===== src/rtl/mm_dma.sv =====
// mm_dma: single-channel word-copy initiator on the req/gnt/rvalid data-port protocol.
// Define MM_DMA_FILL_EN to add a fill mode that writes a latched pattern instead of copying.
module mm_dma #(
  parameter int LEN_WIDTH = 16
) (
  input  logic                 clk_i,
  input  logic                 rst_ni,
  input  logic                 start_i,
  input  logic [31:0]          src_addr_i,
  input  logic [31:0]          dst_addr_i,
  input  logic [LEN_WIDTH-1:0] len_i,
  input  logic                 fill_i,
  input  logic [31:0]          fill_data_i,
  output logic                 busy_o,
  output logic                 done_o,
  output logic                 data_req_o,
  output logic [31:0]          data_addr_o,
  output logic                 data_we_o,
  output logic [3:0]           data_be_o,
  output logic [31:0]          data_wdata_o,
  input  logic                 data_gnt_i,
  input  logic                 data_rvalid_i,
  input  logic [31:0]          data_rdata_i
);

  typedef enum logic [2:0] {
    IDLE    = 3'd0,
    RD_REQ  = 3'd1,
    RD_WAIT = 3'd2,
    WR_REQ  = 3'd3,
    WR_WAIT = 3'd4,
    DONE    = 3'd5
  } state_e;

  state_e               state_q, state_d;
  logic [31:0]          src_q, src_d;
  logic [31:0]          dst_q, dst_d;
  logic [31:0]          buf_q, buf_d;
  logic [LEN_WIDTH-1:0] cnt_q, cnt_d;

  logic                 fill_start;
  logic                 fill_mode;
  logic [31:0]          fill_word;

`ifdef MM_DMA_FILL_EN
  logic        fill_q, fill_d;
  logic [31:0] fill_data_q, fill_data_d;

  // The pattern tracks fill_data_i until the transfer leaves IDLE.
  always_comb begin
    fill_d      = fill_q;
    fill_data_d = fill_data_q;
    if (state_q == IDLE) begin
      fill_data_d = fill_data_i;
      if (start_i) fill_d = fill_i;
    end
  end

  always_ff @(posedge clk_i or negedge rst_ni) begin
    if (!rst_ni) begin
      fill_q      <= 1'b0;
      fill_data_q <= 32'h0;
    end else begin
      fill_q      <= fill_d;
      fill_data_q <= fill_data_d;
    end
  end

  assign fill_start = fill_i;
  assign fill_mode  = fill_q;
  assign fill_word  = fill_data_q;
`else
  logic unused_fill;
  assign unused_fill = ^{fill_i, fill_data_i};
  assign fill_start  = 1'b0;
  assign fill_mode   = 1'b0;
  assign fill_word   = 32'h0;
`endif

  always_comb begin
    state_d      = state_q;
    src_d        = src_q;
    dst_d        = dst_q;
    buf_d        = buf_q;
    cnt_d        = cnt_q;
    done_o       = 1'b0;
    data_req_o   = 1'b0;
    data_addr_o  = 32'h0;
    data_we_o    = 1'b0;
    data_wdata_o = 32'h0;
    case (state_q)
      IDLE: begin
        if (start_i) begin
          src_d = {src_addr_i[31:2], 2'b00};
          dst_d = {dst_addr_i[31:2], 2'b00};
          cnt_d = len_i;
          if (len_i == '0)     state_d = DONE;
          else if (fill_start) state_d = WR_REQ;
          else                 state_d = RD_REQ;
        end
      end
      RD_REQ: begin
        data_req_o  = 1'b1;
        data_addr_o = src_q;
        if (data_gnt_i) state_d = RD_WAIT;
      end
      RD_WAIT: begin
        if (data_rvalid_i) begin
          buf_d   = data_rdata_i;
          state_d = WR_REQ;
        end
      end
      WR_REQ: begin
        data_req_o   = 1'b1;
        data_we_o    = 1'b1;
        data_addr_o  = dst_q;
        data_wdata_o = fill_mode ? fill_word : buf_q;
        if (data_gnt_i) state_d = WR_WAIT;
      end
      WR_WAIT: begin
        if (data_rvalid_i) begin
          src_d = src_q + 32'd4;
          dst_d = dst_q + 32'd4;
          cnt_d = cnt_q - LEN_WIDTH'(1);
          if (cnt_q == LEN_WIDTH'(1)) state_d = DONE;
          else if (fill_mode)         state_d = WR_REQ;
          else                        state_d = RD_REQ;
        end
      end
      DONE: begin
        done_o  = 1'b1;
        state_d = IDLE;
      end
      default: state_d = IDLE;
    endcase
  end

  assign busy_o    = (state_q != IDLE) && (state_q != DONE);
  assign data_be_o = data_req_o ? 4'hF : 4'h0;

  always_ff @(posedge clk_i or negedge rst_ni) begin
    if (!rst_ni) begin
      state_q <= IDLE;
      src_q   <= 32'h0;
      dst_q   <= 32'h0;
      buf_q   <= 32'h0;
      cnt_q   <= '0;
    end else begin
      state_q <= state_d;
      src_q   <= src_d;
      dst_q   <= dst_d;
      buf_q   <= buf_d;
      cnt_q   <= cnt_d;
    end
  end

endmodule


===== config.mk =====
export PLATFORM = sky130hd
export DESIGN_NAME = mm_dma
export DESIGN_NICKNAME = d
export VERILOG_FILES = /design/src/rtl/mm_dma.sv
export SDC_FILE = /design/constraint.sdc
export NUM_CORES = 1
export LEC_CHECK = 0
export CAP_MARGIN = 15
export CORE_MARGIN = 3
export CORE_UTILIZATION = 51
export DETAILED_ROUTE_END_ITERATION = 8
export PLACE_DENSITY = 0.87
export SLEW_MARGIN = 5
export SYNTH_ARGS = -nofsm -noshare
export SYNTH_HDL_FRONTEND = slang
export SYNTH_SLANG_ARGS = --single-unit

===== constraint.sdc =====
create_clock -name clk_i -period 4.4 [get_ports clk_i]
set_input_delay 0.88 -clock clk_i [delete_from_list [all_inputs] [get_ports clk_i]]
set_output_delay 0.88 -clock clk_i [all_outputs]
set_load 0.005 [all_outputs]

* After elaboration in Yosys (flattened, before gate mapping) *
Cells that the tools add are included.

operators by class
  reductions and logical operators = 9
  equal/unequal tests = 12
  add/subtract/negate cells = 3
  mux-type cells = 23

operators by type and width
  kind                                                                  count
  32-bit case mux with 2 select lines                                   3
  32-bit 2-to-1 mux                                                     5
  32-bit by 3-bit adder with 32-bit output, second input constant       2
  16-bit 2-to-1 mux                                                     2
  16-bit case mux with 2 select lines                                   1
  3-bit 2-to-1 mux                                                      7
  16-bit by 1-bit == test with 1-bit output, second input constant      1
  16-bit zero test                                                      1
  16-bit by 1-bit subtractor with 16-bit output, second input constant  1
  3-bit case mux with 5 select lines                                    1
  2-bit inequality test, second input constant                          5
  3-bit by 2-bit == test with 1-bit output, second input constant       2
  3-bit == test, second input constant                                  2
  5-bit AND reduction                                                   1
  4-bit 2-to-1 mux                                                      1
  3-bit by 1-bit == test with 1-bit output, second input constant       1
  3-bit zero test                                                       1
  1-bit 2-to-1 mux                                                      3
  3-bit inequality test, second input constant                          1
  3-bit AND reduction                                                   1
  3-bit nonzero test                                                    1
  2-bit AND reduction                                                   1
  2-bit nonzero test                                                    1
  2-bit OR reduction                                                    1
  1-bit logical AND                                                     1

word-level totals
  logic and storage cells = 52
  bits of input ports = 150
  flip-flop bits (word level) = 115

* Longest topological paths before layout *
Gate-level depths: netlist of run 1.

  word-level depth = 4
  mapped depth = 8

* Least setup slack after synthesis of run 1 *
OpenSTA, ideal clock, no wires.

  kind = register -> output
  from = register state_q[2]
  to = output port data_wdata_o[22]
  slack = 2.029 ns
  stages on the path, launching flop included = 7
  data required time = 3.520 ns
  buffers on the path = 3
  arrival time = 1.491 ns
  cells stage by stage = dfrtp_1 -> clkbuf_1 -> nand2b_1 -> clkbuf_1 -> inv_1 -> clkbuf_1 -> and3_1

between the ends
  longest elaborated chain between the ends = 2

RTL lines
  element                                   line  source
  start: declaration                        35    state_e state_q, state_d;
  start signal: assignment                  149   state_q <= state_d;
  3-bit by 2-bit == test with 1-bit output  91    case (state_q)
  32-bit 2-to-1 mux                         91
  end: declaration                          20    output logic [31:0] data_wdata_o,

No other way between the ends.

* Worst setup path after layout of run 1 *
  from = register state_q[1]
  to = output port data_addr_o[13]

between the ends
  longest elaborated chain between the ends = 2
  elaborated cells on any way between the ends = 3
  those cells by class = eq/ne (2); mux (1)

RTL lines
  element                                                                                                      line  source
  3-bit by 2-bit == test with 1-bit output / 3-bit by 1-bit == test with 1-bit output (equally long branches)  91
  32-bit case mux with 2 select lines (*)                                                                      91
  end: declaration                                                                                             17    output logic [31:0] data_addr_o,

Every way passes the cells marked *; elsewhere a longest branch is shown, timed or not.

==> run summary, run 1 <==
The worst setup path is captured at a primary output. For the switching power of the nets, the log shows 2.41 mW. The arrival time at the worst endpoint came out at 2620 ps.

Yosys printed 0 warnings. The combined flip-flop and latch cell area was 2780 µm²; the post-synthesis compound-gate area fraction was 19.5%. The number of global-route vias before repair came out at 6,450. Max-cap violations in this run came to 0. Clock-pin slew was measured on the worst setup and hold paths at 70 ps.

After detailed routing, the total wire length is 20.3 mm. The sequential area share after synthesis was 40.0%; the final layout net count was 1,087. Once the clock tree was built, the resizer swapped 0 gates to a different size. The number of remaining DRC errors is 0, and the switching part of the total is 40.1%. In the routed layout, each cell is associated on average with a via count of 6.13. The final-report hold violation count came out at 0. STA classifies the critical path startpoint as a flop. The region available for standard cell placement spans 13,300 µm². The simple-gate area share of the yosys netlist is 23.9%, and the power density relative to cell area is 655 nW/µm².

0 antenna diodes ended up in the layout. At the pin with the least slew margin, the transition time is 988 ps. The async set or reset register ratio after synthesis was 100%. For the tightest slew margin relative to the limit, the log shows 34.1%. The clock tree root driver cell was sky130_fd_sc_hd__clkbuf_16.

The tools report the portion of total power attributed to combinational logic as 46.7%. The number of pins exceeding their max-slew limit in the final report was 0. Entering global routing, the biggest net connects 123 pins. The count of buffers added on input and output ports is 182. Walking the worst path, the cells encountered are buf_4 > mux2i_1 > nor2_1 > clkdlybuf4s50_1. Effective utilization at floorplan: 52.3%. For the top-level I/O count, the log shows 222. The number of clock buffers added by TritonCTS is 9. The worst path meets setup with 903 ps of slack. The clock tree skew after final layout is 5.41 ps, and the hold buffer count at cts is 0. The height of the chip was 123 µm; the number of antenna violations at the first check in global routing was 1.

Sorting the synthesized cells by how often they occur yields 111 x sky130_fd_sc_hd__dfrtp_1, 75 x sky130_fd_sc_hd__nor2_1, 72 x sky130_fd_sc_hd__a21oi_1, 65 x sky130_fd_sc_hd__nand2_1, 47 x sky130_fd_sc_hd__and3_1. The logs give 644 for the number of DRC violations after detailed-routing iteration 0 and 32.4 mm for the global-route wire length before repair. Internal power comes to 3.59 mW. Of the available clock period, the critical path in the final layout requires 79.5%. The ratio of cells with drive above 1 in the final layout is 5.44%, and the number of H-tree branching levels is 3. Synthesis inferred 111 register bits. Summed over all layers, the global routing overflow is 0. The mux share of post-synthesis cell area was 10.4%; the total via count after detailed routing was 6,824. In this design, the stage delay of the slowest critical-path cell is 1010 ps.

After floorplanning, the core was divided into 42 placement rows. The number of search-and-repair iterations in the first detailed-routing pass was 6. The run gives 1670 ps as the register-to-register path setup slack. The tools report the leakage component of the power as 3.69 nW. For the post-placement setup slack, the log shows 1290 ps.

The clock net in this run drives a total of 111 sinks. The routed wirelength normalized by instance count was 18.2 µm. The largest fanout on the critical path works out to 52. The congestion estimate from routability-driven global placement came to 0.922. By area, the combinational part of the netlist is dominated by simple AND/OR/NAND/NOR gates.

Number of flops mapped to enable cells by yosys: 0. TritonCTS built the clock tree. The later pin in the worst-skew pair is clocked with a latency of 350 ps. The buffer count from post-CTS setup fixing is 0, and the cell area after synthesis is 6950 µm².

For the clock share of power, the log shows 16.8%. After synthesis, the mean cell area works out to 8.72 µm². Counting distinct cell types in the post-synthesis netlist gives 68. The logs give 0 ps for the final total negative setup slack and 36.5% for the relative contribution of sequential cells to total power.

Setup repair after global routing left no endpoint under its margin. By area the synthesized netlist is led by sky130_fd_sc_hd__dfrtp_1 40%, sky130_fd_sc_hd__a21oi_1 5.2%, sky130_fd_sc_hd__mux2i_1 5.0%, sky130_fd_sc_hd__mux2_1 4.4%, sky130_fd_sc_hd__and3_1 4.2%. Summed over all nets, the half-perimeter wirelength after detailed placement is 14.1 mm. Of all cell types, the one taking the most synthesized area is sky130_fd_sc_hd__dfrtp_1.

The maximum achievable frequency was 286 MHz; the setup-violating endpoint count in the final report was 0. The detail route stage leaves a number of antenna-violating nets equal to 0. The flow ran to the end, and the final reports show no timing, DRC or antenna violations. The area of the die is 15,100 µm². The logs give 0.385 mV for the peak ir drop on the vdd network and 26.9% for the global routing usage summed across all routing layers. The share of synthesized area in the top cell type comes to 40.0%. The relative area change from synthesis to final layout is 31.8%. sky130_fd_sc_hd__dfrtp_1 is the most common cell in the netlist. STA puts the critical path data required time at 3520 ps.

The min-delay analysis places its worst path in the category reg2reg. The xor/xnor share of the synthesized area was 0.126%. The master of the slowest instance on the critical path is sky130_fd_sc_hd__dfrtp_2. The critical path is of the reg2out type. Area of combinational cells with multiple inputs: 3810 µm².

Subtracting the final worst setup slack from the clock period gives 3500 ps. The clock tree buffer depth came out at 2. Summing the areas of all fa, ha and maj instances in the mapped netlist gives 0.720% of the synthesized area. The most used flip-flop cell after synthesis is sky130_fd_sc_hd__dfrtp_1.

The floorplan step set the die width to 123 µm. The synthesized instance count was 797. Filler cell count in the final layout: 1,059.
-- routing by layer --
| metal | global-route usage (%) | vias up | routed length (µm) |
|---|---|---|---|
| met4 | 9.94 | 2 | 481 |
| li1 | - | 3213 | - |
| met3 | 4.19 | 40 | 1360 |
| met2 | 43.9 | 299 | 9920 |
| met1 | 36.3 | 3270 | 8540 |
| met5 | 0 | - | 13 |
-- final timing paths --
kind / startpoint / to / depth (start not counted)
setup / recovery: state_q[1] / data_addr_o[13] / 4
hold / removal: buf_q[3] / buf_q[3] / 1
setup reg to reg: state_q[1] / cnt_q[15] / 5
hold reg to reg: buf_q[3] / buf_q[3] / 1
max in group asynchronous: rst_ni / buf_q[31] / 2
min in group asynchronous: rst_ni / cnt_q[4] / 1
-- critical path, delay by kind of cell, from the launching register on --
family / cells / cell delay (ps)
DFF: 1 / 1010
buffers and inverters: 2 / 880
muxes: 1 / 300
and+or+nand+nor: 1 / 60
-- power groups by stage --
stage               registers [mW]  logic, mW  clock network (mW)
floorplan                     1.90       1.90                   0
global placement              2.16       2.72                   0
detailed placement            2.19       2.79                   0
CTS                           2.17       2.81                1.02
global route                  2.27       3.10                1.05
finish                        2.19       2.80                1.01
-- per-stage QoR --
stage | cells | utilization, % | hold slack (ps) | power [mW] | area, µm²
6_report | 1114 | 68.9 | 479 | 6.00 | 9160
5_1_grt | 1114 | 68.9 | 487 | 6.42 | 9160
4_1_cts | 1114 | 68.9 | 483 | 6.00 | 9160
3_5_place_dp | 1098 | 66.2 | 466 | 4.98 | 8800
3_3_place_gp | 1098 | 66.2 | 459 | 4.88 | 8800
2_1_floorplan | 798 | - | 449 | 3.80 | 6960
-- cell usage in the layout (no fill, tap or decap), types with 4 or more instances in the layout --
cell type and instances:
sky130_fd_sc_hd__clkdlybuf4s50_1 181, sky130_fd_sc_hd__buf_4 10, sky130_fd_sc_hd__dfrtp_1 110, sky130_fd_sc_hd__nand2b_1 8
sky130_fd_sc_hd__a22oi_1 6, sky130_fd_sc_hd__mux2_2 6, sky130_fd_sc_hd__and4_1 4, sky130_fd_sc_hd__a2bb2oi_1 13
sky130_fd_sc_hd__inv_1 16, sky130_fd_sc_hd__and3_1 47, sky130_fd_sc_hd__o21ai_0 30, sky130_fd_sc_hd__a21oi_1 72
sky130_fd_sc_hd__a211oi_1 4, sky130_fd_sc_hd__or3_1 4, sky130_fd_sc_hd__o22a_1 5, sky130_fd_sc_hd__ha_1 4
sky130_fd_sc_hd__clkbuf_16 9, sky130_fd_sc_hd__mux2i_1 35, sky130_fd_sc_hd__nand4_1 13, sky130_fd_sc_hd__nand2_1 65
sky130_fd_sc_hd__o21ai_1 16, sky130_fd_sc_hd__nor2_1 75, sky130_fd_sc_hd__a311oi_1 10, sky130_fd_sc_hd__nor3_1 17
sky130_fd_sc_hd__nor4_1 7, sky130_fd_sc_hd__o22ai_1 33, sky130_fd_sc_hd__bufinv_16 4, sky130_fd_sc_hd__mux2_1 27
sky130_fd_sc_hd__a31oi_1 6, sky130_fd_sc_hd__nand3_1 37
-- area by class of cell --
class / instances / area share [%]
repair buffers: 193 / 21.0
flip-flops and latches: 111 / 30.3
inverters: 16 / 0.656
well taps: 176 / 2.40
multi-input cells: 602 / 41.6
clock inverters: 6 / 1.45
clock buffers: 10 / 2.50
-- cell families (layout without fill, tap and decap cells) --
family                   Yosys count  after routing
AO/OA/AOI/OAI                    218            218
XOR/XNOR                           1              1
adder cells (fa/ha/maj)            4              4
buffers and inverters             85            225
flip-flops                       111            111
multiplexers                      68             68
other                              1              2
AND/OR/NAND/NOR                  309            309
-- state kept, by name (all words and copies together), names as in the netlist --
signal,count
cnt_q,16
dst_q,30
state_q,3
src_q,30
buf_q,32
(Power assumes the default switching activity.)
==> inputs of run 2 (changes only) <==
Settings changed: CORE_UTILIZATION 51 to 47, PLACE_DENSITY 0.87 to 0.81.
Clock period 4.4 ns to 3.4 ns, I/O delays scaled along.
==> run 2 against run 1 <==
  * Global-route usage down 1.7 points
  * Sequential share of layout area down 0.066 points
  * Clock-buffer cell count up 1
  * Non-clock buffer count up 7
  * Combinational power up 34%
  * Total power up 27%
  * Critical path type unchanged
  * Highest routed layer is now met4
==> run summary, run 2 (synthesized netlist as in run 1, its figures left out) <==
The tools report the cell total after placement as 1,109 (+1.0%). The number of pins exceeding their max-slew limit in the final report was 0 (unchanged); the height of the chip was 128 µm (+4.0%). The most common cell after layout, fill and taps aside is sky130_fd_sc_hd__clkdlybuf4s50_1. For the number of global-route vias before repair, the log shows 6,377 (-1.1%).

The tools report the endpoint of the lowest-slack register-to-register path as cnt_q[11]. The tools report the clock tree skew after final layout as 9.73 ps (+4.32 ps). The buffer count from post-CTS setup fixing was 0 (unchanged); the final non-filler cell area was 9180 µm² (+0.22%).

The global routing usage summed across all routing layers was 25.2% (-1.7 points); the number of H-tree branching levels was 3 (unchanged). The logs give 330 MHz for the maximum achievable frequency and 0 (unchanged) for the setup-violating endpoint count in the final report. The flip-flop count of the largest register after layout was 32 (unchanged); the depth of the worst register-to-register path was 5 (unchanged). In this run the clock root is driven by a sky130_fd_sc_hd__clkbuf_16. The leakage component of the power came out at 3.70 nW (+0.47%).

The number of core rows was 43 (+2.4%). STA classifies the critical path endpoint as a primary output. The number of search-and-repair iterations in the first detailed-routing pass is 5 (-1), and the number of remaining DRC errors is 0 (unchanged). The top-level I/O count came out at 222 (unchanged). The arrival time at the worst endpoint was 2350 ps (-270 ps). The clock transition at the register clock pins on the worst setup and hold paths after CTS is 70 ps (about the same). The run gives 16,300 µm² (+8.1%) as the area of the die. The worst hold path belongs to the class in2async.

The via density per instance was 6.07 (-0.98%); the instance area at placement was 8880 µm² (+0.94%). The final total negative setup slack is 0 ps (unchanged), and the relative area change from synthesis to final layout is 32.1%. The transition time at the pin with the least slew margin was 632 ps (-356 ps). The flow ran to the end, and the final reports show no timing, DRC or antenna violations. The register bank with the most flops is buf_q. The power density relative to cell area is 828 nW/µm² (+26%), and the hold buffer count at cts is 0 (unchanged). TritonCTS buffer count: 9 (unchanged). The tools report the effective utilization at floorplan as 49.1% (-3.2 points). The largest fanout on the critical path came out at 37 (-29%). The die width is 128 µm (+4.0%), and the detailed placement HPWL is 14.4 mm (+2.4%). The ratio of cells with drive above 1 in the final layout is 6.04% (+0.61 points), and the overall power is 7.61 mW (+27%).

For the number of clock sinks, the log shows 111 (unchanged). The number of resized instances in the post-cts repair step was 0 (unchanged). Share of the core filled with cells: 64.9% (-4.0 points). Critical path startpoint category: a flop. The logs give 123 (unchanged) for the maximum number of pins on one net before global-route repair and 14,100 µm² (+6.4%) for the core area.

The number of DRC violations after detailed-routing iteration 0 came out at 771 (+20%). Setup repair after global routing left no endpoint under its margin. The quantity of I/O buffers inserted on ports works out to 182 (unchanged). In the final layout, the registers with the most flip-flops are buf_q: 32 flops, dst_q: 30 flops, src_q: 30 flops. TritonCTS built the clock tree. The logs give 0 (unchanged) for the number of nets with antenna violations after routing and 1 (unchanged) for the number of antenna violations at the first check in global routing. The total congestion overflow after global routing is 0 (unchanged).

The startpoint identified for the worst register-to-register timing path is state_q[1]. For the total via count after detailed routing, the log shows 6,818 (-0.088%). The wire length after detailed routing was 20.4 mm (+0.61%). The count of non-filler cells in the finished layout is 1,124 (+0.90%), and the peak ir drop on the vdd network is 0.529 mV (+37%). Critical path required time: 2720 ps (-800 ps).

The worst path in the final design needs a cycle of 3030 ps, including I/O delays and setup. The run gives 0 (unchanged) as the final-report hold violation count. The library cells used most frequently in the layout, excluding fill and tap cells, are 181 x sky130_fd_sc_hd__clkdlybuf4s50_1, 110 x sky130_fd_sc_hd__dfrtp_1, 75 x sky130_fd_sc_hd__nor2_1. The logs give 350 ps (about the same) for the clock latency reported for the late side of the worst-skew pair and 2 (unchanged) for the clock tree buffer depth. The logs give 57.5% (+23 points) for the tightest slew margin relative to the limit and 0.896 (-2.8%) for the final weighted congestion in routability-driven placement.

The class of the most critical setup path was reg2out. The number of maximum-capacitance constraint violations is 0 (unchanged). For the global-route wire length before repair, the log shows 33.2 mm (+2.3%).

The final critical path takes up 89.2% of the cycle. Routed wirelength normalized by instance count: 18.2 µm (-0.28%). Register-to-register path setup slack: 1040 ps (-630 ps). The tools report the final layout net count as 1,094 (+0.64%).
[run 2: cell types whose count changed in the layout (fill, tap and decap cells not counted), sizes merged]
cell / change
buf: +7
bufinv: -3
clkbuf: +1
clkinv: +1
clkinvlp: -1
diode: +1
[run 2: final cells by class]
class	count	area, µm²
Clock buffer	11	253
Inverter	16	60.1
Timing Repair Buffer	200	2000
Fill cell	1158	4970
Tap cell	180	225
Multi-Input combinational cell	602	3810
Sequential cell	111	2780
Antenna cell	1	2.50
Clock inverter	3	43.8
[run 2: through the flow]
step,hold WS [ps],setup slack [ps]
2_1_floorplan,384,1230
6_report,240,368
4_1_cts,238,361
3_3_place_gp,460,779
3_5_place_dp,466,751
5_1_grt,245,237
[run 2: how the worst max path moves through the flow]
stage | depth (start not counted) | slack (ps) | start | to
finish | 6 | 370 | state_q[0] | data_wdata_o[24]
global route | 6 | 240 | state_q[0] | data_wdata_o[24]
CTS | 6 | 360 | state_q[0] | data_wdata_o[24]
detailed placement | 6 | 750 | state_q[0] | data_wdata_o[3]
global placement | 6 | 780 | state_q[0] | data_wdata_o[24]
floorplan | 6 | 1230 | state_q[2] | data_wdata_o[22]
[run 2: power breakdown]
group          switching (mW)  total [mW]  internal, mW  leakage (nW)
logic                    1.82        3.75          1.93          2.29
clock network           0.470        1.07         0.604         0.147
registers               0.801        2.78          1.98          1.27
total                    3.09        7.61          4.51          3.70
[run 2: worst max-delay path, cell delays in order, from the launching register on]
cell,delay [ps]
sky130_fd_sc_hd__dfrtp_1,550
sky130_fd_sc_hd__nand2b_1,120
sky130_fd_sc_hd__buf_4,220
sky130_fd_sc_hd__inv_1,70
sky130_fd_sc_hd__buf_4,300
sky130_fd_sc_hd__and3_1,200
sky130_fd_sc_hd__clkdlybuf4s50_1,530
[run 2: metal layers]
layer,wire length (µm),up-vias,GRT usage [%]
met5,0,-,0
li1,-,3246,-
met1,8700,3268,34.6
met3,1430,31,4.77
met2,9960,273,41.2
met4,334,0,6.37
